--- config.mk ---
export PLATFORM = sky130hd
export DESIGN_NAME = reram_func_core
export DESIGN_NICKNAME = d
export VERILOG_FILES = /design/src/rtl/reram_func_core.sv
export SDC_FILE = /design/constraint.sdc
export NUM_CORES = 1
export LEC_CHECK = 0
export ABC_AREA = 1
export BUFFER_PORTS_ARGS = -buffer_cell sky130_fd_sc_hd__buf_2
export CAP_MARGIN = 20
export CORE_MARGIN = 2
export CORE_UTILIZATION = 30
export DETAILED_ROUTE_END_ITERATION = 10
export GPL_ROUTABILITY_DRIVEN = 0
export MAX_ROUTING_LAYER = met4
export RECOVER_POWER = 25
export REMOVE_ABC_BUFFERS = 1
export SYNTH_ARGS = -nofsm -noshare
export SYNTH_HDL_FRONTEND = slang
export SYNTH_SLANG_ARGS = --single-unit
--- constraint.sdc ---
create_clock -name CLKin -period 21.2 [get_ports CLKin]
set_input_delay 1.06 -clock CLKin [delete_from_list [all_inputs] [get_ports CLKin]]
set_output_delay 1.06 -clock CLKin [all_outputs]
set_load 0.005 [all_outputs]
--- src/rtl/reram_func_core.sv ---
// Functional model of a 32x32 ReRAM array with a command sequencer and a sensed-result FIFO.
// Optional macro RERAM_TIMING_EN: when defined, PROGRAM/ERASE/SENSE use WR_CYCLES/RD_CYCLES busy lengths.
`timescale 1ns/1ps
module reram_func_core #(
  parameter int WR_CYCLES  = 8,
  parameter int RD_CYCLES  = 4,
  parameter int FIFO_DEPTH = 4
) (
  input  logic        CLKin,
  input  logic        RSTin,
  input  logic        EN,
  input  logic        R_WB,
  input  logic [31:0] DI,
  input  logic [3:0]  SEL,
  input  logic [31:0] AD,
  output logic [31:0] DO,
  output logic        func_ack
);

  localparam int MAXN = (WR_CYCLES > RD_CYCLES) ? WR_CYCLES : RD_CYCLES;
  localparam int CW   = $clog2(MAXN + 1);
  localparam int PW   = $clog2(FIFO_DEPTH);

`ifdef RERAM_TIMING_EN
  localparam logic [CW-1:0] N_WR = CW'(WR_CYCLES);
  localparam logic [CW-1:0] N_RD = CW'(RD_CYCLES);
`else
  localparam logic [CW-1:0] N_WR = CW'(1);
  localparam logic [CW-1:0] N_RD = CW'(1);
`endif
  localparam logic [CW-1:0] N_ONE = CW'(1);

  localparam logic [1:0] OP_SENSE = 2'b01;

  typedef enum logic [1:0] {S_IDLE, S_BUSY, S_ACK} state_t;

  state_t          state_q, state_d;
  logic [CW-1:0]   cnt_q, cnt_d;
  logic [CW-1:0]   n_load;
  logic            rd_q;
  logic [1:0]      op_q;
  logic [4:0]      row_q, col_q;
  logic            done;

  logic [31:0]     array_q [32] = '{default: '0};
  logic [10:0]     fifo_q [FIFO_DEPTH];
  logic [PW-1:0]   wr_ptr_q, rd_ptr_q;
  logic [PW:0]     occ_q;
  logic            ovf_q;
  logic            fifo_full, fifo_empty, push, sense_bit;
  logic [10:0]     head;
  logic            unused_ok;

  assign unused_ok  = ^{SEL, AD, DI[19:0]};
  assign done       = (state_q == S_BUSY) && (cnt_q == N_ONE);
  assign fifo_full  = (occ_q == (PW+1)'(FIFO_DEPTH));
  assign fifo_empty = (occ_q == '0);
  assign sense_bit  = array_q[row_q][col_q];
  assign head       = fifo_q[rd_ptr_q];
  assign push       = done && !rd_q && (op_q == OP_SENSE) && !fifo_full && !RSTin;

  // Reads and NOPs complete after a single busy cycle.
  always_comb begin
    n_load = N_ONE;
    if (!R_WB) begin
      if (DI[31:30] == OP_SENSE) n_load = N_RD;
      else if (DI[31])           n_load = N_WR;
    end
  end

  always_ff @(posedge CLKin) begin
    if (RSTin) begin
      state_q <= S_IDLE;
      cnt_q   <= '0;
    end else begin
      state_q <= state_d;
      cnt_q   <= cnt_d;
    end
  end

  always_comb begin
    state_d = state_q;
    cnt_d   = cnt_q;
    case (state_q)
      S_IDLE: if (EN) begin
        state_d = S_BUSY;
        cnt_d   = n_load;
      end
      S_BUSY: if (cnt_q == N_ONE) state_d = S_ACK;
              else                cnt_d   = cnt_q - N_ONE;
      S_ACK:  state_d = S_IDLE;
      default: state_d = S_IDLE;
    endcase
  end

  always_comb begin
    func_ack = (state_q == S_ACK);
  end

  // Array and FIFO storage are not reset; the array is non-volatile.
  always_ff @(posedge CLKin) begin
    if (!RSTin && done && !rd_q && op_q[1]) array_q[row_q][col_q] <= op_q[0];
    if (push) fifo_q[wr_ptr_q] <= {row_q, col_q, sense_bit};
  end

  always_ff @(posedge CLKin) begin
    if (RSTin) begin
      rd_q     <= 1'b0;
      op_q     <= 2'b00;
      row_q    <= '0;
      col_q    <= '0;
      wr_ptr_q <= '0;
      rd_ptr_q <= '0;
      occ_q    <= '0;
      ovf_q    <= 1'b0;
      DO       <= '0;
    end else begin
      if (state_q == S_IDLE && EN) begin
        rd_q  <= R_WB;
        op_q  <= DI[31:30];
        row_q <= DI[29:25];
        col_q <= DI[24:20];
      end
      if (done) begin
        if (rd_q) begin
          ovf_q <= 1'b0;
          if (!fifo_empty) begin
            DO       <= {1'b1, ovf_q, 15'b0, head[10:6], head[5:1], 4'b0, head[0]};
            rd_ptr_q <= rd_ptr_q + 1'b1;
            occ_q    <= occ_q - 1'b1;
          end else begin
            DO <= {1'b0, ovf_q, 30'b0};
          end
        end else if (op_q == OP_SENSE) begin
          if (fifo_full) begin
            ovf_q <= 1'b1;
          end else begin
            wr_ptr_q <= wr_ptr_q + 1'b1;
            occ_q    <= occ_q + 1'b1;
          end
        end
      end
    end
  end

endmodule

Yosys cells after proc, flatten, opt, wreduce, memory -nomap -nowiden. Memory sizes are Yosys's and may differ from the RTL's. A register that Yosys moved wholly into a read port is not among the register bits. Index checks and enable logic that the tools add are counted. W data, S select, Z words.

Logic and storage cells: 84. Register bits: 59. Memories kept: 2. Output and inout bits: 33. Bits in writable memories: 1068.

Magnitude comparators: 2. Bitwise operators: 3. $add $sub $neg: 5. Reduce and logical (&&, ||, !) cells: 25. Multiplexer cells: 26. Equality and inequality tests: 10.

Memories: array_q (words 32, bits a word 32, read ports 1, clocked after memory_dff 1, write ports 1, line 45) `logic [31:0] array_q [32] = '{default: '0};`; fifo_q (words 4, bits a word 11, read ports 1, clocked after memory_dff 1, write ports 1, line 46) `logic [10:0] fifo_q [FIFO_DEPTH];`.

Operators with widths (number): $mux W32 (2); $mux W3 (4); $logic_and A1 B1 Y1 (10); $mux W5 (2); $reduce_and A3 Y1 (3); $mux W1 (8); $mux W2 (4); $mux W4 (2); $ne A2 B2 Y1 const B (4); $pmux W4 S2 (1); $reduce_and A4 Y1 (2); $lt A5 B6 Y1 const B (1); $reduce_bool A2 Y1 (3); $bmux W1 S5 (1); $demux W1 S5 (1); $ge A5 B1 Y1 const B (1); $add A2 B1 Y2 const B (2); $eq A2 B1 Y1 const B (2); $eq A4 B1 Y1 const B (1); $pmux W2 S2 (1); $reduce_and A2 Y1 (2); $sub A4 B1 Y4 const B (1); $add A3 B1 Y3 const B (1); $eq A3 B3 Y1 const B (1); 7 further kinds (11).

Depth between registers and ports, before layout.
Depth in word-level cells: 8. Depth in mapped cells: 16. Depth with buffers taken out: 13.

Worst setup path before layout. No wires, ideal clock.

Path type: reg2reg. Start point: reg op_q[0]. End point: mem array_q[0][0] (data pin). Data arrival time: 12748 ps. Required time: 18384 ps. Library setup time: 2816 ps. Stages on the path, launching flop included: 1. Path slack: 5637 ps. Cell sequence: dfxtp_1.

RTL lines: start: declaration (line 41) `logic [1:0] op_q;`; start signal: assignment (line 120) `op_q <= DI[31:30];`; end: declaration (line 45).

No word-level cell before the write port.

Final worst setup path.
Start point: reg op_q[0]. End point: mem array_q[1][13] (data pin).

No word-level cell before the write port.

==> metrics.md <==
| Metric | Value |
|---|---|
| Drt first pass iters | `6` |
| Clock Sinks | `1115` |
| Max-cap viol count | `5` |
| Power per standard cell area | `88.2 nW/µm²` |
| Final WL | `140 mm` |
| Post-synthesis cell type count | `25` |
| LEAKAGE | `18.6 nW` |
| # H-tree levels | `3` |
| Ys async rst share | `0%` |
| DP Area | `51300 µm²` |
| Worst Path Arrival | `between 9 and 10 ns` |
| Drt drc | `0` |
| Sequential share of the synthesized area | `between 60% and 70%` |
| Total Neg Setup Slack | `0 ns` |
| Vias in the first global route | `34.0k` |
| # fillers | `approximately 17k` |
| Die area | `roughly 170000 µm²` |
| Worst reg-to-reg setup slack | `12.26 ns` |
| Finished Cell Area | `55700 µm²` |
| Worst VDD drop | `about 0.075 mV` |
| Top post-synthesis cells by count | `1398 x nand2_1, 1090 x nor2_1, 1068 x edfxtp_1, 868 x nand3_1, 290 x clkbuf_1` |
| Tot GR Track Use | `16.7%` |
| Skew-Pair Late Insertion Delay | `0.72 ns` |
| Rows | `149` |
| Max clock buf depth | `3` |
| Crit path capture | `array_q[1][13]` |
| I/O Pins | `105` |
| Post-CTS Setup Inserts | `0` |
| Cts bufs inserted | `119` |
| Max-slew violation count | `528` |
| Post-Syn Area | `49500 µm²` |
| CP startpoint kind | `register` |
| Post-Synthesis Cells | `5082` |
| Util after Layout | `33.9%` |
| R2r endpoint | `array_q[1][13]` |
| IO buf count | `29` |
| Drt initial violations | `4346` |
| CP max FO | `111` |
| Final period util | `42.2%` |
| Post-synth top area share | `~65%` |
| Most common cell in the netlist | `nand2_1` |
| Yosys top cell by area | `edfxtp_1` |
| First-pass GRT wire length | `between 200 and 250 mm` |
| Minimum clock period | `8.94 ns` |
| Worst slew margin | `-188%` |
| DIE HEIGHT | `410 µm` |
| Vias per cell | `5.04` |
| YS warnings | `0` |
| Detail Placement HPWL | `just under 70 mm` |
| Post-synth EDFFs | `1068` |
| Syn-to-layout area delta | `12.5%` |
| FMAX | `112 MHz` |
| Top post-synthesis cells by area | `edfxtp_1 65%, nand2_1 11%, nand3_1 8.8%` |
| Root Buffer | `clkbuf_16` |
| Final setup viols | `0` |
| Yosys reg bits | `1115` |
| Status | `complete, but fails checks` |
| Placeable core area | `164000 µm²` |
| Drt wl/cell | `19.5 µm` |
| Final #Nets | `4992` |
| CTS clk-pin slew, worst paths | `roughly 0.06 ns` |
| Die Wd | `about 400 µm` |
| Ratio of cells with drive above 1 in the final layout | `around 6.5%` |
| HP Start | `ovf_q` |
| Hold_buf cts | `0` |
| Largest net degree at the start of global routing | `308` |
| Required time of the worst setup path | `21.60 ns` |
| Max Clock Skew | `0.0266 ns` |
| Final hold violations | `0` |
| Initial antenna violation count | `0` |
| R2R cell count | `4` |
| Cts repair resizes | `0` |
| Initial core utilization | `between 30% and 40%` |
| HP Class | `reg -> reg` |
| Grt total ovfl | `0` |
| Failing checks | `capacitance limit, slew limit` |
| Critical path class | `reg -> reg` |
| Most common flop cell mapped by yosys | `edfxtp_1` |
| Worst-margin pin slew | `around 4.3 ns` |
| Synth Area per Inst | `9.73 µm²` |
| CTS tree | `built` |
| Antenna Nets Post-Route | `0` |
| Worst r2r src | `op_q[0]` |
| Crit. End Element | `register` |
| Detailed-route via count | `36.3k` |
| CP Launch Point | `op_q[0]` |
| RSZ-0062 raised after global routing | `no` |
==> power by group <==
part,internal [mW],total (mW),switching [mW]
Combinational,0.104,0.459,0.356
Clock,1.11,1.97,0.859
Sequential,2.45,2.48,0.0255
Total,3.67,4.91,1.24
==> worst min path at each step <==
stage	slack [ns]	to	depth (start not counted)
after floorplan	0.43	DO[30]	2
after global placement	0.44	DO[30]	2
after detailed placement	0.45	DO[30]	2
after CTS	0.46	DO[30]	2
after global routing	0.49	DO[8]	2
final	0.45	DO[30]	2
==> flip-flops by register name (all words and copies together) (netlist names), named ones only <==
register	flops
cnt_q	4
fifo_q	44
occ_q	3
row_q	5
rd_q	1
state_q	2
DO	13
op_q	2
array_q	1024
ovf_q	1
wr_ptr_q	2
rd_ptr_q	2
col_q	5
==> cell usage in the layout, fill, tap and decap left out, types with 2 or more instances in the layout <==
cell type and n:
inv_1 41, nand3_1 868, o21ai_0 37, clkinv_1 23
conb_1 19, buf_2 20, clkbuf_16 120, nand2_2 32
inv_8 2, nor3_1 21, a21oi_1 33, inv_6 2
dfxtp_1 42, clkinv_2 18, buf_12 2, clkinv_8 2
buf_4 68, nor2_1 1091, nor2_2 2, nand2_1 1366
buf_8 3, edfxtp_1 1068, buf_16 26, nand4_1 3
dfxtp_4 4, ha_1 6, clkbuf_1 46, nor3_4 2
clkbuf_8 9, bufinv_16 4, o32ai_1 11
==> worst max-delay path, cell delays in order, from the launching register on <==
cell      delay (ns)
dfxtp_1         2.75
clkbuf_1        0.69
clkbuf_1        3.04
buf_4           1.06
buf_4           0.76
==> per-layer routing <==
layer / vias to the layer above / part of all wire, % / wire length, µm / global-route usage, %
met5: - / 0 / 0 / -
met4: 0 / 2.9 / 4010 / 4.91
met3: 269 / 8.3 / 11700 / 2.44
met2: 1493 / 47 / 66400 / 27.0
met1: 17900 / 42 / 58200 / 21.8
li1: 16600 / - / - / -
==> through the flow <==
stage	total power, mW	setup slack (ns)	cells	hold slack, ns
3_5_place_dp	2.97	16.45	6951	0.453
2_1_floorplan	2.89	-1.13	4657	0.426
4_1_cts	4.92	16.44	7163	0.460
3_3_place_gp	2.97	16.45	6948	0.438
6_report	4.91	12.26	7194	0.455
5_1_grt	5.06	11.62	7193	0.489
==> layout make-up <==
| type | count | area [µm²] | area share (%) |
|---|---|---|---|
| flip-flops and latches | 1115 | 33000 | 59.3 |
| multi-input cells | 3497 | 14600 | 26.2 |
| clock buffers | 160 | 3240 | 5.83 |
| well taps | 2189 | 2740 | 4.92 |
| repair buffers | 135 | 1480 | 2.65 |
| clock inverters | 52 | 404 | 0.726 |
| inverters | 45 | 189 | 0.339 |
| diodes | 1 | 2.50 | 0.00450 |
==> logic make-up (layout without fill, tap and decap cells) <==
group | count (synthesis) | after routing | synth area share (%)
other cells | 1 | 20 | 0.00758
fa+ha+maj | 7 | 7 | 0.192
buf+inv | 488 | 392 | 4.09
simple gates | 3387 | 3387 | 28.0
compound gates | 84 | 84 | 0.946
flops | 1115 | 1115 | 66.7
No activity file was read; power rests on OpenSTA's default activity.
